## src/rtl/cpu_pkg.sv

```systemverilog
`default_nettype none
//------------------------------------------------------------------------------
// Module   : cpu_pkg
// Purpose  : Shared definitions for the 16-bit core front end: condition
//            codes, flag bit positions, branch types and the PC sequencer
//            state encoding.
// Revision : 1.0  initial release
//------------------------------------------------------------------------------
package cpu_pkg;

   // Branch condition codes
   localparam logic [2:0] COND_NEQ    = 3'b000;
   localparam logic [2:0] COND_EQ     = 3'b001;
   localparam logic [2:0] COND_GT     = 3'b010;
   localparam logic [2:0] COND_LT     = 3'b011;
   localparam logic [2:0] COND_GTE    = 3'b100;
   localparam logic [2:0] COND_LTE    = 3'b101;
   localparam logic [2:0] COND_OVFL   = 3'b110;
   localparam logic [2:0] COND_UNCOND = 3'b111;

   // Flag register bit positions, packed as {Z,V,N}
   localparam int FLAG_Z = 2;
   localparam int FLAG_V = 1;
   localparam int FLAG_N = 0;

   // Branch flavours
   localparam logic BR_TYPE_B  = 1'b0;   // PC-relative immediate
   localparam logic BR_TYPE_BR = 1'b1;   // register target

   // PC sequencer states
   typedef enum logic [0:0] {
      RUN    = 1'b0,
      HALTED = 1'b1
   } state_t;

endpackage : cpu_pkg
`default_nettype wire

```

## src/rtl/pc_sequencer_if.sv

```systemverilog
`default_nettype none
//------------------------------------------------------------------------------
// Module   : pc_sequencer_if
// Purpose  : Bundles the decode-side branch/halt/flag inputs and the fetch-
//            side outputs of the PC sequencer.
// Ports    : master - decode/fetch side (drives requests, observes PC)
//            slave  - pc_sequencer side
// Revision : 1.0  initial release
//------------------------------------------------------------------------------
interface pc_sequencer_if #(
   parameter int CNT_W = 16
);
   // decode -> sequencer
   logic              stall_i;
   logic              br_valid_i;
   logic              br_type_i;
   logic [2:0]        br_cond_i;
   logic [8:0]        br_imm_i;
   logic [15:0]       br_pc_i;
   logic [15:0]       br_reg_i;
   logic              halt_i;
   logic [2:0]        flag_we_i;
   logic [2:0]        flag_in_i;
   // sequencer -> fetch/decode
   logic [15:0]       pc_o;
   logic              fetch_valid_o;
   logic              flush_o;
   logic              halted_o;
   logic [2:0]        flags_o;
   logic [CNT_W-1:0]  taken_cnt_o;

   modport master (
      output stall_i, br_valid_i, br_type_i, br_cond_i, br_imm_i,
             br_pc_i, br_reg_i, halt_i, flag_we_i, flag_in_i,
      input  pc_o, fetch_valid_o, flush_o, halted_o, flags_o, taken_cnt_o
   );

   modport slave (
      input  stall_i, br_valid_i, br_type_i, br_cond_i, br_imm_i,
             br_pc_i, br_reg_i, halt_i, flag_we_i, flag_in_i,
      output pc_o, fetch_valid_o, flush_o, halted_o, flags_o, taken_cnt_o
   );

endinterface : pc_sequencer_if
`default_nettype wire

```

## src/rtl/branch_cond_eval.sv

```systemverilog
`default_nettype none
//------------------------------------------------------------------------------
// Module   : branch_cond_eval
// Purpose  : Combinational branch condition evaluator.
// Ports    : i_cond   - condition code
//            i_flags  - effective {Z,V,N}
//            o_taken  - condition holds
// Revision : 1.0  initial release
//------------------------------------------------------------------------------
module branch_cond_eval
   import cpu_pkg::*;
(
   input  wire logic [2:0] i_cond,
   input  wire logic [2:0] i_flags,
   output logic            o_taken
);

   logic w_z;
   logic w_v;
   logic w_n;

   assign w_z = i_flags[FLAG_Z];
   assign w_v = i_flags[FLAG_V];
   assign w_n = i_flags[FLAG_N];

   always_comb begin
      o_taken = 1'b0;
      case (i_cond)
         COND_NEQ    : o_taken = ~w_z;
         COND_EQ     : o_taken =  w_z;
         COND_GT     : o_taken = ~w_z & ~w_n;
         COND_LT     : o_taken =  w_n;
         COND_GTE    : o_taken =  w_z | ~w_n;
         COND_LTE    : o_taken =  w_z |  w_n;
         COND_OVFL   : o_taken =  w_v;
         COND_UNCOND : o_taken =  1'b1;
         default     : o_taken =  1'b0;
      endcase
   end

endmodule : branch_cond_eval
`default_nettype wire

```

## src/rtl/pc_sequencer.sv

```systemverilog
`default_nettype none
//------------------------------------------------------------------------------
// Module   : pc_sequencer
// Purpose  : Architectural PC and {Z,V,N} flag register of the 16-bit core.
//            Selects hold / +2 / PC-relative / register branch / halt each
//            cycle, evaluates branch conditions with same-cycle flag bypass,
//            raises the IF/ID flush and counts taken branches.
// Ports    : clk   - core clock, rising edge
//            rst_n - asynchronous active-low reset
//            bus   - pc_sequencer_if.slave (decode inputs, fetch outputs)
// Revision : 1.0  initial release
//------------------------------------------------------------------------------
module pc_sequencer
   import cpu_pkg::*;
#(
   parameter logic [15:0] RESET_PC = 16'h0000,
   parameter int          CNT_W    = 16
)(
   input  wire logic      clk,
   input  wire logic      rst_n,
   pc_sequencer_if.slave  bus
);

   localparam logic [15:0]      c_PC_STEP = 16'd2;
   localparam logic [CNT_W-1:0] c_CNT_ONE = {{(CNT_W-1){1'b0}}, 1'b1};

   state_t            r_state;
   state_t            w_state_nxt;
   logic [15:0]       r_pc;
   logic [15:0]       w_pc_nxt;
   logic [2:0]        r_flags;
   logic [2:0]        w_flags_nxt;
   logic [2:0]        w_eff_flags;
   logic [CNT_W-1:0]  r_cnt;
   logic [CNT_W-1:0]  w_cnt_nxt;
   logic              r_fetch_valid;
   logic              w_cond_true;
   logic              w_taken;
   logic              w_flush;
   logic [15:0]       w_imm_off;
   logic [15:0]       w_target;

   // Per-bit flag writes and the bypass view used for condition evaluation.
   for (genvar gi = 0; gi < 3; gi++) begin : g_flag
      assign w_flags_nxt[gi] = bus.flag_we_i[gi] ? bus.flag_in_i[gi] : r_flags[gi];
      assign w_eff_flags[gi] = bus.flag_we_i[gi] ? bus.flag_in_i[gi] : r_flags[gi];
   end

   branch_cond_eval u_cond (
      .i_cond  (bus.br_cond_i),
      .i_flags (w_eff_flags),
      .o_taken (w_cond_true)
   );

   // Word offset: sign-extend the 9-bit immediate and scale by 2.
   assign w_imm_off = {{6{bus.br_imm_i[8]}}, bus.br_imm_i, 1'b0};
   assign w_target  = (bus.br_type_i == BR_TYPE_BR) ? bus.br_reg_i
                                                    : (bus.br_pc_i + c_PC_STEP + w_imm_off);

   assign w_taken = bus.br_valid_i & ~bus.stall_i & (r_state == RUN) & w_cond_true;

   // Next-state / next-PC selection
   always_comb begin
      w_state_nxt = r_state;
      w_pc_nxt    = r_pc;
      w_cnt_nxt   = r_cnt;
      w_flush     = 1'b0;
      case (r_state)
         RUN: begin
            if (w_taken) begin
               // A same-cycle halt is on the wrong path and is dropped.
               w_pc_nxt  = w_target;
               w_cnt_nxt = r_cnt + c_CNT_ONE;
               w_flush   = 1'b1;
            end else if (bus.halt_i && !bus.stall_i) begin
               w_state_nxt = HALTED;
            end else if (bus.stall_i) begin
               w_pc_nxt = r_pc;
            end else begin
               w_pc_nxt = r_pc + c_PC_STEP;
            end
         end
         HALTED: begin
            w_state_nxt = HALTED;
         end
         default: begin
            w_state_nxt = RUN;
         end
      endcase
   end

   always_ff @(posedge clk or negedge rst_n) begin
      if (!rst_n) begin
         r_state       <= RUN;
         r_pc          <= RESET_PC;
         r_flags       <= 3'b000;
         r_cnt         <= '0;
         r_fetch_valid <= 1'b0;
      end else begin
         r_state       <= w_state_nxt;
         r_pc          <= w_pc_nxt;
         r_flags       <= w_flags_nxt;   // older instructions still retire while halted
         r_cnt         <= w_cnt_nxt;
         // Low for the first cycle out of reset and whenever halted.
         r_fetch_valid <= (w_state_nxt == RUN);
      end
   end

   assign bus.pc_o          = r_pc;
   assign bus.fetch_valid_o = r_fetch_valid;
   assign bus.flush_o       = w_flush;
   assign bus.halted_o      = (r_state == HALTED);
   assign bus.flags_o       = r_flags;
   assign bus.taken_cnt_o   = r_cnt;

endmodule : pc_sequencer
`default_nettype wire

```

## src/flat_wrapper.sv

```systemverilog
// flat-port wrapper written by rule: the top's interface ports become plain ports
module pc_sequencer_flat import cpu_pkg::*;
#(
   parameter logic [15:0] RESET_PC = 16'h0000,
   parameter int          CNT_W    = 16
)
  (clk, rst_n, bus_stall_i, bus_br_valid_i, bus_br_type_i, bus_br_cond_i, bus_br_imm_i, bus_br_pc_i, bus_br_reg_i, bus_halt_i, bus_flag_we_i, bus_flag_in_i, bus_pc_o, bus_fetch_valid_o, bus_flush_o, bus_halted_o, bus_flags_o, bus_taken_cnt_o);
  pc_sequencer_if #(.CNT_W(CNT_W)) bus_i ();
  input  wire logic clk;
  input  wire logic rst_n;
  input wire logic [$bits(bus_i.stall_i)-1:0] bus_stall_i;
  input wire logic [$bits(bus_i.br_valid_i)-1:0] bus_br_valid_i;
  input wire logic [$bits(bus_i.br_type_i)-1:0] bus_br_type_i;
  input wire logic [$bits(bus_i.br_cond_i)-1:0] bus_br_cond_i;
  input wire logic [$bits(bus_i.br_imm_i)-1:0] bus_br_imm_i;
  input wire logic [$bits(bus_i.br_pc_i)-1:0] bus_br_pc_i;
  input wire logic [$bits(bus_i.br_reg_i)-1:0] bus_br_reg_i;
  input wire logic [$bits(bus_i.halt_i)-1:0] bus_halt_i;
  input wire logic [$bits(bus_i.flag_we_i)-1:0] bus_flag_we_i;
  input wire logic [$bits(bus_i.flag_in_i)-1:0] bus_flag_in_i;
  output wire logic [$bits(bus_i.pc_o)-1:0] bus_pc_o;
  output wire logic [$bits(bus_i.fetch_valid_o)-1:0] bus_fetch_valid_o;
  output wire logic [$bits(bus_i.flush_o)-1:0] bus_flush_o;
  output wire logic [$bits(bus_i.halted_o)-1:0] bus_halted_o;
  output wire logic [$bits(bus_i.flags_o)-1:0] bus_flags_o;
  output wire logic [$bits(bus_i.taken_cnt_o)-1:0] bus_taken_cnt_o;
  assign bus_i.stall_i = bus_stall_i;
  assign bus_i.br_valid_i = bus_br_valid_i;
  assign bus_i.br_type_i = bus_br_type_i;
  assign bus_i.br_cond_i = bus_br_cond_i;
  assign bus_i.br_imm_i = bus_br_imm_i;
  assign bus_i.br_pc_i = bus_br_pc_i;
  assign bus_i.br_reg_i = bus_br_reg_i;
  assign bus_i.halt_i = bus_halt_i;
  assign bus_i.flag_we_i = bus_flag_we_i;
  assign bus_i.flag_in_i = bus_flag_in_i;
  assign bus_pc_o = bus_i.pc_o;
  assign bus_fetch_valid_o = bus_i.fetch_valid_o;
  assign bus_flush_o = bus_i.flush_o;
  assign bus_halted_o = bus_i.halted_o;
  assign bus_flags_o = bus_i.flags_o;
  assign bus_taken_cnt_o = bus_i.taken_cnt_o;
  pc_sequencer #(.RESET_PC(RESET_PC), .CNT_W(CNT_W)) u_core (.clk(clk), .rst_n(rst_n), .bus(bus_i));
endmodule
```

## config.mk

```make
export PLATFORM = sky130hd
export DESIGN_NAME = pc_sequencer_flat
export DESIGN_NICKNAME = d
export VERILOG_FILES = /design/src/rtl/cpu_pkg.sv /design/src/rtl/pc_sequencer_if.sv /design/src/rtl/branch_cond_eval.sv /design/src/rtl/pc_sequencer.sv /design/src/flat_wrapper.sv
export SDC_FILE = /design/constraint.sdc
export NUM_CORES = 1
export LEC_CHECK = 0
export ABC_AREA = 1
export CORE_AREA = 5 5 102 75
export DETAILED_ROUTE_END_ITERATION = 8
export DIE_AREA = 0 0 107 80
export PLACE_DENSITY = 0.86
export SLEW_MARGIN = 20
export SYNTH_ARGS = -nofsm -noshare
export SYNTH_HDL_FRONTEND = slang
export SYNTH_SLANG_ARGS = --single-unit
```

## constraint.sdc

```tcl
create_clock -name clk -period 3.1 [get_ports clk]
set_input_delay 0.465 -clock clk [delete_from_list [all_inputs] [get_ports clk]]
set_output_delay 0.465 -clock clk [all_outputs]
set_load 0.02 [all_outputs]
```

Word-level counts from Yosys, hierarchy flattened. Index checks and enable logic that the tools add are counted.

Register bits after elaboration: 37. Bits of input ports: 56. Output and inout port bits: 38. Logic and storage cells: 47.

Add/subtract/negate cells: 4. Equal/unequal tests: 9. Muxes and demuxes: 13. Bitwise operators: 11. Reductions and logical operators: 5.

Operators by type and width (number): 2-to-1 mux 16 bit (4); adder 16 x 2 -> 16 bit (second input constant) (2); adder 16 x 1 -> 16 bit (second input constant) (1); adder 16 bit (1); == test 3 bit (second input constant) (4); case mux 1 bit (8 select lines) (1); 2-to-1 mux 1 bit (7); == test 3 x 2 -> 1 bit (second input constant) (2); NOT 1 bit (5); bitwise AND 1 bit (4); != test 2 x 1 -> 1 bit (second input constant) (2); == test 3 x 1 -> 1 bit (second input constant) (1); logical NOT 3 bit (1); AND reduction 3 bit (1); OR 1 bit (2); case mux 1 bit (2 select lines) (1); AND reduction 2 bit (1); logical AND 1 bit (1); logical NOT 1 bit (1).

Depth between registers and ports, before layout.
Word-level depth: 8. Depth in mapped cells: 16.

Cells and area by module. From an unflattened synthesis, not the netlist that was laid out.

Cells, all modules: 465. Area total of the unflattened synthesis: 3204.3 µm².

By module, submodules not included: pc_sequencer (instances 1, cells each 450, area each 3133.0 µm², sequential area each 925.9 µm²); branch_cond_eval (instances 1, cells each 15, area each 71.3 µm², sequential area each 0.0 µm²).

Worst setup path after synthesis. OpenSTA, ideal clock, no wires.

Path kind: in2reg. Start point: input port bus_br_pc_i[2]. End point: register u_core.r_pc[10] (netlist: u_core.bus.pc_o[10]). Arrival: 2.061 ns. Required time: 2.971 ns. Slack: 0.910 ns. Stages on the path: 13. Path buffers: 0. Path through: ha_1 > ha_1 > fa_1 > nand3_1 > nand3_1 > nand2_1 > nand3_1 > nand3_1 > nand2_1 > nand2_1 > nand2_1 > nand2_1 > o21ai_0.

Cells in the longest elaborated chain, start to end: 4.

Ends and longest elaborated chain: start: declaration (line flat_wrapper.sv:16) `input wire logic [$bits(bus_i.br_pc_i)-1:0] bus_br_pc_i;`; adder 16 x 2 -> 16 bit (line pc_sequencer.sv:58) `: (bus.br_pc_i + c_PC_STEP + w_imm_off);`; adder 16 bit (line pc_sequencer.sv:58); 2-to-1 mux 16 bit (line pc_sequencer.sv:57) `assign w_target = (bus.br_type_i == BR_TYPE_BR) ? bus.br_reg_i`; 2-to-1 mux 16 bit (line pc_sequencer.sv:70) `if (w_taken) begin`; end signal: assignment (line pc_sequencer.sv:101) `r_pc <= w_pc_nxt;`; end: declaration (line pc_sequencer.sv:29) `logic [15:0] r_pc;`.

No other way between the ends. A chain may end at the register's enable or synchronous reset.

Worst setup path in the final report.
Start point: input port bus_br_cond_i[2]. End point: output port bus_flush_o.

Cells in the longest elaborated chain, start to end: 5. Elaborated cells between the ends (all ways): 12. Classes of those cells: eq/ne: 7; mux: 3; bitwise: 1; reduce/logical: 1.

Ends and longest elaborated chain: start: declaration (line flat_wrapper.sv:14) `input wire logic [$bits(bus_i.br_cond_i)-1:0] bus_br_cond_i;`; == test 3 bit (tied with other cells) (line branch_cond_eval.sv:28) `case (i_cond)`; case mux 1 bit (8 select lines) (*) (line branch_cond_eval.sv:28); bitwise AND 1 bit (*) (line pc_sequencer.sv:60) `assign w_taken = bus.br_valid_i & ~bus.stall_i & (r_state == RUN) & w_cond_true;`; 2-to-1 mux 1 bit (*) (line pc_sequencer.sv:70); 2-to-1 mux 1 bit (*) (line pc_sequencer.sv:68) `case (r_state)`; end: declaration (line flat_wrapper.sv:23) `output wire logic [$bits(bus_i.flush_o)-1:0] bus_flush_o;`.

Mark *: on every way between the ends. The rest lies on a longest branch, timed or not.

==> run metrics <==
layout cells sized above 1=0.0545; Critical Path Start Type=input pin; endpoint class of the critical path=primary output; max-slew violation count=0; clk slew on worst S/H paths=roughly 80 ps; GR Overflow Total=0; Hold Path Class=in2async; TritonCTS clock tree=done; most frequent cells in the layout=175 x nand2_1, 92 x clkdlybuf4s50_1, 63 x inv_1; Post-Syn Area=roughly 0.0034 mm2; Crit Path Category=in2out; Clk Latency, worst-skew pair=about 290 ps; most common library cell in the layout ignoring fill and taps=nand2_1; maximum vdd drop=around 350 uV; drt pass-1 iters=5; Post-CTS Resized=0; FMAX=0.377 GHz; Synth Flop Type=dfrtp_1; H-Tree Level Count=2; Final Hold Viols=0; Clock Root Buffer=clkbuf_8; number of fill cells=556; EDFF count, synth=0; syn_area_per_cell=between 6 and 7 um2; Final min period=approximately 2600 ps; unrepaired setup endpoints after global routing=no; Synth Warn #=0; Initial Utilization=0.517; Leak Pwr=0.00229 uW; first-pass GRT wire length=about 15 mm; setup_tns=0 ps; DRT antenna net count=0; synthesis-stage register bit count=37; Via Count=3655; clk sink count=37; Num CTS Buffers=5; Rows=25; final setup fails=0; CP Launch Point=bus_br_cond_i[2]; synthesized netlist cell count=just over 500; Worst Path Max Fanout=3; HPWL Detailed=around 7.3 mm; average vias per placed instance=approximately 5.3; Area Growth Syn to Fin=33.0%; setup bufs post-CTS=0; slew margin rel.=0.422; First DRT Iteration DRCs=roughly 340; Die Footprint=0.00856 mm2; Ports=94; Antenna Cells=0; WL final=between 9 and 10 mm; Die X=107 um; Final Core Density=0.687; syn_nets=approximately 600; Chip Height=about 80 um; Final nets=around 700; count of input and output buffers=93; initial antenna violation count=0; distinct cell type count of the synthesized netlist=33; Hold-fix buffers, CTS=0; sequential area share after synthesis=0.273; Synth async-reset ratio=1.00; launching point of the worst reg2reg path=u_core.bus.pc_o[1]; WL/cell=13.5 um; gpl congestion=just under 1; status=completed; Arr. time, crit path=between 2000 and 2500 ps; max-cap check violation count=0; Residual DRC=0; Worst Tran Pin Value=about 870 ps; largest net degree at the start of global routing=38; Clock Skew=7.59 ps; Data required, critical path=approximately 2600 ps; vias in the first global route=3499; area of the multi-input gates=approximately 0.0022 mm2; core area=about 0.0066 mm2; Total GRT Usage=0.222; FF+latch area=926 um2; Max Buffers Root-to-Sink=2; final cycle utilization of the critical path=0.855; Power Density=about 420 mW/mm2
==> worst max-delay path: stages <==
cell and delay [ps]:
clkdlybuf4s50_1 450, nor2_1 180, nor2_1 90, nand3_2 100
nand2_4 70, a21oi_4 180, clkdlybuf4s50_1 640
==> cells by family (layout without fill, tap and decap cells) <==
group / after synthesis / in the layout / synth area share
fa+ha+maj: 30 / 30 / 0.113
xor+xnor: 27 / 27 / 0.0697
flops: 37 / 37 / 0.273
buf+inv: 77 / 172 / 0.0936
mux: 1 / 1 / 0.00295
simple gates: 307 / 307 / 0.394
compound gates: 32 / 32 / 0.0546
==> Yosys cell counts (2+ instances only) <==
cell | count | area [um2]
a31oi_1 | 2 | 12.5
nor3_1 | 6 | 30.0
xnor2_1 | 10 | 87.6
nand3_2 | 3 | 30.0
dfrtp_1 | 37 | 926
a21oi_1 | 10 | 50.1
nor2_2 | 2 | 12.5
nand2_2 | 2 | 12.5
ha_1 | 29 | 363
buf_4 | 5 | 37.5
and2_1 | 2 | 12.5
nand2_4 | 3 | 33.8
nand3_1 | 50 | 250
a21oi_4 | 2 | 32.5
nand4_1 | 6 | 37.5
nand3b_1 | 2 | 15.0
xor2_1 | 17 | 149
inv_1 | 63 | 236
or2_2 | 3 | 18.8
o21ai_1 | 2 | 10.0
inv_2 | 4 | 15.0
nand2_1 | 175 | 657
o21ai_0 | 16 | 80.1
clkbuf_1 | 2 | 7.51
nor2_1 | 50 | 188
==> through the flow <==
step | worst slack (ps) | cell area (um2) | power [uW] | hold WS (ps) | instances
final | 450 | 4510 | 1880 | 283 | 687
after global routing | 336 | 4510 | 2000 | 352 | 687
after CTS | 442 | 4510 | 1890 | 303 | 687
after detailed placement | 245 | 4380 | 1380 | 491 | 679
after global placement | 312 | 4380 | 1350 | 484 | 679
after floorplan | 910 | 3390 | 1060 | 169 | 511
==> flip-flops by register name, indices dropped and copies added, names as in the netlist <==
register and cells:
u_core.bus.fetch_valid_o 1, u_core.bus.taken_cnt_o 16, u_core.bus.halted_o 1, u_core.bus.pc_o 16, u_core.bus.flags_o 3
==> per-layer routing <==
metal,part of all wire,vias to the layer above,GRT usage
li1,-,1812,-
met1,0.45,1688,0.289
met2,0.46,138,0.379
met3,0.072,17,0.0453
met4,0.015,0,0.0549
met5,0,-,0
==> final timing paths <==
kind	cells past startpoint	slack, ps	to
setup / recovery	7	450	bus_flush_o
hold / removal	1	280	u_core.bus.taken_cnt_o[9]
setup reg to reg	9	1220	u_core.bus.pc_o[15]
hold reg to reg	1	510	u_core.bus.taken_cnt_o[14]
max in group asynchronous	1	2270	u_core.bus.taken_cnt_o[14]
min in group clk	1	510	u_core.bus.taken_cnt_o[14]
==> area by class of cell <==
type                    instances  area share
flip-flops and latches         37       0.205
clock buffers                   5      0.0152
well taps                      81      0.0225
repair buffers                 95       0.208
inverters                      69      0.0579
multi-input cells             397       0.476
clock inverters                 3      0.0144
==> where the power goes <==
part | internal, uW | switching, uW | leakage [uW]
clock | 320 | 181 | 0.0000681
sequential | 548 | 87.7 | 0.000452
combinational | 346 | 398 | 0.00177
(Power assumes the default switching activity.)
